==> src/rtl/instr_fetch_if.sv <==
// Instruction-memory request/response bundle for the fetch stage.
// master = fetch side, slave = memory side.
interface instr_fetch_if;
  logic        imem_req;
  logic [31:0] imem_addr;
  logic        imem_gnt;
  logic        imem_rvalid;
  logic [31:0] imem_rdata;

  modport master (
    output imem_req,
    output imem_addr,
    input  imem_gnt,
    input  imem_rvalid,
    input  imem_rdata
  );

  modport slave (
    input  imem_req,
    input  imem_addr,
    output imem_gnt,
    output imem_rvalid,
    output imem_rdata
  );
endinterface

==> src/rtl/instr_fetch.sv <==
// Single-outstanding instruction fetch stage with redirect and stall.
// Optional IFETCH_MISALIGN_EN: misaligned redirect halts with sticky error.
module instr_fetch #(
  parameter logic [31:0] RESET_PC = 32'h0000_0000
) (
  input  logic          clk,
  input  logic          rst_n,
  input  logic          PCSrc,
  input  logic [31:0]   PCTarget,
  input  logic          Stall,
  instr_fetch_if.master imem,
  output logic [31:0]   Instr,
  output logic [31:0]   PC,
  output logic [31:0]   PCPlus4,
  output logic          InstrValid,
  output logic          MisalignErr
);

  localparam logic [31:0] NOP = 32'h0000_0013;

  typedef enum logic [2:0] {
    IDLE,
    REQ,
    WAIT,
    VALID,
    HALT
  } state_t;

  state_t      state_q;
  state_t      state_d;
  logic [31:0] fetch_pc_q;
  logic [31:0] fetch_pc_d;
  logic [31:0] instr_q;
  logic [31:0] pc_q;
  logic [31:0] pc4_q;
  logic        valid_q;
  logic        load;
  logic        consume;
  logic        misalign;
  logic [31:0] target;

  assign target = PCTarget & 32'hFFFF_FFFC;

`ifdef IFETCH_MISALIGN_EN
  logic err_q;
  logic set_err;

  assign misalign    = PCSrc & (|PCTarget[1:0]);
  assign set_err     = consume & misalign;
  assign MisalignErr = err_q;

  always_ff @(posedge clk or negedge rst_n) begin
    if (!rst_n) begin
      err_q <= 1'b0;
    end else if (set_err) begin
      err_q <= 1'b1;
    end
  end
`else
  assign misalign    = 1'b0;
  assign MisalignErr = 1'b0;
`endif

  always_comb begin
    state_d    = state_q;
    fetch_pc_d = fetch_pc_q;
    load       = 1'b0;
    consume    = 1'b0;
    unique case (state_q)
      IDLE: state_d = REQ;
      REQ: begin
        if (imem.imem_gnt) state_d = WAIT;
      end
      WAIT: begin
        if (imem.imem_rvalid) begin
          load    = 1'b1;
          state_d = VALID;
        end
      end
      VALID: begin
        if (!Stall) begin
          consume = 1'b1;
          // a bad redirect parks here with fetch_pc untouched
          if (misalign) begin
            state_d = HALT;
          end else begin
            fetch_pc_d = PCSrc ? target : pc4_q;
            state_d    = REQ;
          end
        end
      end
      HALT: state_d = HALT;
      default: state_d = IDLE;
    endcase
  end

  always_ff @(posedge clk or negedge rst_n) begin
    if (!rst_n) begin
      state_q    <= IDLE;
      fetch_pc_q <= RESET_PC;
      instr_q    <= NOP;
      pc_q       <= RESET_PC;
      pc4_q      <= RESET_PC + 32'd4;
      valid_q    <= 1'b0;
    end else begin
      state_q    <= state_d;
      fetch_pc_q <= fetch_pc_d;
      if (load) begin
        instr_q <= imem.imem_rdata;
        pc_q    <= fetch_pc_q;
        pc4_q   <= fetch_pc_q + 32'd4;
        valid_q <= 1'b1;
      end else if (consume) begin
        valid_q <= 1'b0;
      end
    end
  end

  assign imem.imem_req  = (state_q == REQ);
  assign imem.imem_addr = fetch_pc_q;

  assign Instr      = instr_q;
  assign PC         = pc_q;
  assign PCPlus4    = pc4_q;
  assign InstrValid = valid_q;

endmodule
==> src/flat_wrapper.sv <==
// flat-port wrapper written by rule: the top's interface ports become plain ports
module instr_fetch_flat 
#(
  parameter logic [31:0] RESET_PC = 32'h0000_0000
)
  (clk, rst_n, PCSrc, PCTarget, Stall, Instr, PC, PCPlus4, InstrValid, MisalignErr, imem_imem_req, imem_imem_addr, imem_imem_gnt, imem_imem_rvalid, imem_imem_rdata);
  instr_fetch_if imem_i ();
  input  logic clk;
  input  logic rst_n;
  input  logic PCSrc;
  input  logic [31:0] PCTarget;
  input  logic Stall;
  output logic [31:0] Instr;
  output logic [31:0] PC;
  output logic [31:0] PCPlus4;
  output logic InstrValid;
  output logic MisalignErr;
  output wire logic [$bits(imem_i.imem_req)-1:0] imem_imem_req;
  output wire logic [$bits(imem_i.imem_addr)-1:0] imem_imem_addr;
  input wire logic [$bits(imem_i.imem_gnt)-1:0] imem_imem_gnt;
  input wire logic [$bits(imem_i.imem_rvalid)-1:0] imem_imem_rvalid;
  input wire logic [$bits(imem_i.imem_rdata)-1:0] imem_imem_rdata;
  assign imem_imem_req = imem_i.imem_req;
  assign imem_imem_addr = imem_i.imem_addr;
  assign imem_i.imem_gnt = imem_imem_gnt;
  assign imem_i.imem_rvalid = imem_imem_rvalid;
  assign imem_i.imem_rdata = imem_imem_rdata;
  instr_fetch #(.RESET_PC(RESET_PC)) u_core (.clk(clk), .rst_n(rst_n), .PCSrc(PCSrc), .PCTarget(PCTarget), .Stall(Stall), .imem(imem_i), .Instr(Instr), .PC(PC), .PCPlus4(PCPlus4), .InstrValid(InstrValid), .MisalignErr(MisalignErr));
endmodule
==> config.mk <==
export PLATFORM = sky130hd
export DESIGN_NAME = instr_fetch_flat
export DESIGN_NICKNAME = d
export VERILOG_FILES = /design/src/rtl/instr_fetch_if.sv /design/src/rtl/instr_fetch.sv /design/src/flat_wrapper.sv
export SDC_FILE = /design/constraint.sdc
export NUM_CORES = 1
export LEC_CHECK = 0
export CAP_MARGIN = 20
export CORE_MARGIN = 3
export CORE_UTILIZATION = 45
export DETAILED_ROUTE_END_ITERATION = 8
export PLACE_DENSITY = 0.8
export SYNTH_ARGS = -nofsm -noshare
export SYNTH_HDL_FRONTEND = slang
export SYNTH_SLANG_ARGS = --single-unit
==> constraint.sdc <==
create_clock -name clk -period 2.5 [get_ports clk]
set_input_delay 0.75 -clock clk [delete_from_list [all_inputs] [get_ports clk]]
set_output_delay 0.75 -clock clk [all_outputs]
set_load 0.01 [all_outputs]
* After elaboration in Yosys (flattened, before gate mapping)
Index checks and enable logic that the tools add are counted.
Widths: inputs -> output; s select.
** Storage, ports and cells
- Register bits :: 132
- Word-level logic and storage cells :: 30
- Bits of input ports :: 70
** Operators by class
- Equal/unequal tests :: 7
- Add/subtract/negate cells :: 1
- Bitwise logic cells :: 1
- Reductions and logical operators :: 4
- Muxes and demuxes :: 11
** Operator list (number)
- $add 32x3->32 const B :: 1
- $mux 32 :: 1
- $pmux 3 s5 :: 1
- $mux 3 :: 3
- $eq 3x2->1 const B :: 2
- $mux 1 :: 6
- $ne 2x2->1 const B :: 2
- $eq 3x1->1 const B :: 1
- $eq 3x3->1 const B :: 1
- $logic_not 3->1 :: 1
- $reduce_and 3->1 :: 1
- $ne 2x1->1 const B :: 1
- $reduce_and 2->1 :: 1
- $reduce_bool 2->1 :: 1
- $not 1->1 :: 1

* Logic depth before layout (Yosys ltp)
- Depth in word-level cells :: 4
- Gate-level depth with buffers :: 7
- Gate-level depth less buffers :: 6

* Worst setup path before layout
Ideal clock, no wire load.
- Path type :: register to register
- Start point :: register u_core.fetch_pc_q[2] (netlist: u_core.imem.imem_addr[2])
- End point :: register u_core.pc4_q[30] (netlist: u_core.PCPlus4[30])
- Clock period less this slack :: 1.972 ns
- Data required time :: 2.373 ns
- Arrival time :: 1.845 ns
- Cell stages (with the launch flop) :: 8
- Path buffers :: 1
- Slack :: 0.528 ns
- Path through :: dfrtp_1 -> ha_1 -> nand2_1 -> or4_1 -> buf_2 -> nor4_4 -> xnor2_1 -> o21ai_2
** Between the ends
- Cells in the longest elaborated chain, start to end :: 1
** RTL lines
- start, declared :: RTL line instr_fetch.sv:31 : logic [31:0] fetch_pc_q;
- start signal, assigned :: RTL line instr_fetch.sv:107 : fetch_pc_q <= fetch_pc_d;
- $add 32x3->32 :: RTL line instr_fetch.sv:111 : pc4_q <= fetch_pc_q + 32'd4;
- end signal, assigned :: RTL line instr_fetch.sv:103 : pc4_q <= RESET_PC + 32'd4;
- end signal, assigned :: RTL line instr_fetch.sv:111
- end, declared :: RTL line instr_fetch.sv:35 : logic [31:0] pc4_q;
No other way between the ends.
A chain may end at the register's enable or synchronous reset.

* Worst setup path after layout
- Start point :: register u_core.state_q[0]
- End point :: output port imem_imem_req
** Between the ends
- Cells in the longest elaborated chain, start to end :: 1
** RTL lines
- start, declared :: RTL line instr_fetch.sv:29 : state_t state_q;
- start signal, assigned :: RTL line instr_fetch.sv:106 : state_q <= state_d;
- $eq 3x1->1 :: RTL line instr_fetch.sv:119 : assign imem.imem_req = (state_q == REQ);
- end, declared :: RTL line flat_wrapper.sv:18 : output wire logic [$bits(imem_i.imem_req)-1:0] imem_imem_req;
No other way between the ends.

==> results.tsv <==
metric	value	unit
Compound-Gate Fraction of Synth Area	6.45	%
Antenna Cells	0	
row count	40	
Placed Cells	949	
vias per cell	5.04	
Starting Density	46.5	%
Leakage	3.86	nW
Top FF cell, synth	dfrtp_1	
Gate Count Post-Synth	609	
DP Wirelength	11.0	mm
top cells by count, synth	221 x nand2_1, 126 x dfrtp_1, 37 x nor2_1	
Crit path required time	1.75	ns
nets@finish	871	
startpoint types	flip-flop	
Adder-Cell Fraction of Synth Area	0.221	%
register area share after synthesis	57.6	%
EDFF count, synth	0	
die width	118	um
worst skew pair latency	0.42	ns
fraction of layout cells with a size suffix above 1	7.01	%
number of global-route vias before repair	5076	
TritonCTS sink count	130	
GPL Wtd Cong	0.776	
I/O pin total	201	
FILL cells	924	
Multi-input gate area	2220	sq um
Synth Net Count	680	
drt drc	0	
largest family of logic cells by synthesized area	simple AND/OR/NAND/NOR gates	
via count	4948	
Slew Viols, Final	0	
clock transition at the registers of the reported paths	0.05	ns
Worst IR Drop VDD	0.000763	V
Final ANT Viol Nets	0	
initial antenna violation count	0	
Non-Filler Instances	981	
synth-to-layout area growth	49.5	%
CP arrival	1.59	ns
status	finished clean	
All-Layer GR Usage	23.4	%
CTS Buffer Depth	2	
total core area	12200	sq um
initial drt markers	354	
endpoint class of the critical path	primary output	
Ys Warns	0	
proportion of synthesized area in mux cells	5.31	%
Crit Path Max Fanout	5	
total CTS buffers	17	
Setup violations, final	0	
hold crit path type	input pin to asynchronous set/reset pin	
Worst Skew	0.00529	ns
critical path type	flip-flop to primary output	
Die ar.	14000	sq um
metal1 wirelength	6.57	mm
Synth cell types	35	
placed cell area	7870	sq um
Syn Std Cell Area	5660	sq um
# port buffers	197	
hold buffer count at cts	0	
metal2 WL	8.01	mm
leading area contributor after synthesis	dfrtp_1	
period utilization	93.5	%
Synth top area share	55.7	%
met3 WL	798	um
synthesized flop and latch total	130	
Worst slew margin	52.7	%
Die Ht	118	um
fmax	428	MHz
Slew @ Worst Pin	0.705	ns
RSZ-0062 raised after global routing	no	
gr ovfl total	0	
Fin. Hold Viols	0	
largest net degree at the start of global routing	102	
syn avg cell area	9.29	sq um
Tmin final	2.34	ns
wire per inst	16.1	um
max cap viols	0	
Post-Route WL	15.8	mm
synth top area cells	dfrtp_1 56%, nand2_1 15%, mux2i_1 5.3%, o21ai_0 3.1%, xor2_1 2.8%	
first-pass GRT wire length	26.0	mm
Synth Area in Simple Gates	22.7	%
Initial DRT Pass Iterations	5	
most frequent cell after synthesis	nand2_1	
asr flop ratio synth	100	%
DR top layer	met4	
setup TNS	0	ns
CTS tree	built	
Clock Tree Root	clkbuf_16	
Post-Synth XOR/XNOR Area	4.18	%
H-tree depth	4	
pwr/cell area	1300	nW/um^2
fin area	8460	sq um
Reg area	3260	sq um
-- flip-flops by register name (all words and copies together), names as in the netlist --
| register | flops |
|---|---|
| u_core.Instr | 32 |
| u_core.PCPlus4 | 32 |
| u_core.imem.imem_addr | 32 |
| u_core.PC | 30 |
| u_core.state_q | 3 |
| u_core.InstrValid | 1 |
-- final cells by class --
type | instances | share of cell area [%]
clock buffer | 29 | 6.51
clock inverter | 3 | 0.473
inverter | 9 | 0.399
multi-input combinational | 431 | 26.3
sequential | 130 | 38.5
tap | 168 | 2.48
timing repair buffer | 211 | 25.4
-- repair_timing --
item	in CTS	in global routing
buffers inserted	0	0
setup endpoints to repair	1	0
gates resized for setup	1	0
-- critical path, cell delays in order (launching register included) --
cell and delay [ns]:
dfrtp_1 0.39, inv_1 0.14, nor3_1 0.29, dlygate4sd2_1 0.35
-- per-stage QoR --
stage          total power, mW  hold slack [ns]  util, %  setup slack, ns
2_1_floorplan             5.87            0.444        -            0.528
3_3_place_gp              8.40            0.448     64.7            0.345
3_5_place_dp              8.58            0.450     64.7            0.274
4_1_cts                   11.1            0.313     69.6            0.141
5_1_grt                   11.7            0.329     69.6           0.0842
6_report                  11.0            0.296     69.6            0.162
-- cells in the final DEF, fill, tap and decap left out, types with 2 or more instances in the layout --
| cell type | n |
|---|---|
| a21oi_1 | 31 |
| and3_1 | 3 |
| buf_12 | 6 |
| buf_4 | 8 |
| clkbuf_1 | 4 |
| clkbuf_16 | 17 |
| clkbuf_8 | 8 |
| clkdlybuf4s50_1 | 194 |
| clkinv_2 | 2 |
| dfrtp_1 | 126 |
| dfstp_2 | 4 |
| inv_1 | 9 |
| mux2i_1 | 30 |
| nand2_1 | 221 |
| nand3_1 | 11 |
| nand3_4 | 2 |
| nand3b_1 | 2 |
| nand4_1 | 8 |
| nor2_1 | 37 |
| nor3_1 | 5 |
| nor4_4 | 2 |
| o21ai_0 | 35 |
| o21ai_1 | 2 |
| or3_1 | 2 |
| xnor2_1 | 9 |
| xor2_1 | 18 |
-- path summary, 6_finish.rpt --
check	slack (ns)	from	cells past startpoint	end
min in group clk	0.46	u_core.Instr[4]	2	u_core.Instr[4]
hold / removal	0.30	rst_n	1	u_core.imem.imem_addr[25]
setup reg to reg	0.37	u_core.imem.imem_addr[3]	6	u_core.PCPlus4[30]
setup / recovery	0.16	u_core.state_q[0]	3	imem_imem_req
hold reg to reg	0.46	u_core.Instr[4]	2	u_core.Instr[4]
max in group asynchronous	1.51	rst_n	2	u_core.Instr[4]
-- report_power, final --
group / internal [mW] / switching, mW
sequential: 3.09 / 0.944
clock: 1.58 / 0.853
combinational: 2.43 / 2.10
total: 7.10 / 3.90
-- kinds of logic after synthesis --
logic type,Yosys count
and+or+nand+nor,301
DFF,130
AOI/OAI and AO/OA,71
buffers and inverters,48
muxes,30
xor gates and xnor gates,27
adders and majority gates,1
other,1
-- layer usage --
layer / up-vias / global-route usage, %
met5: - / 0
met4: 0 / 9.38
met3: 32 / 5.93
met2: 146 / 39.6
met1: 2405 / 28.6
li1: 2365 / -
Power figures use the tool's default switching activity.
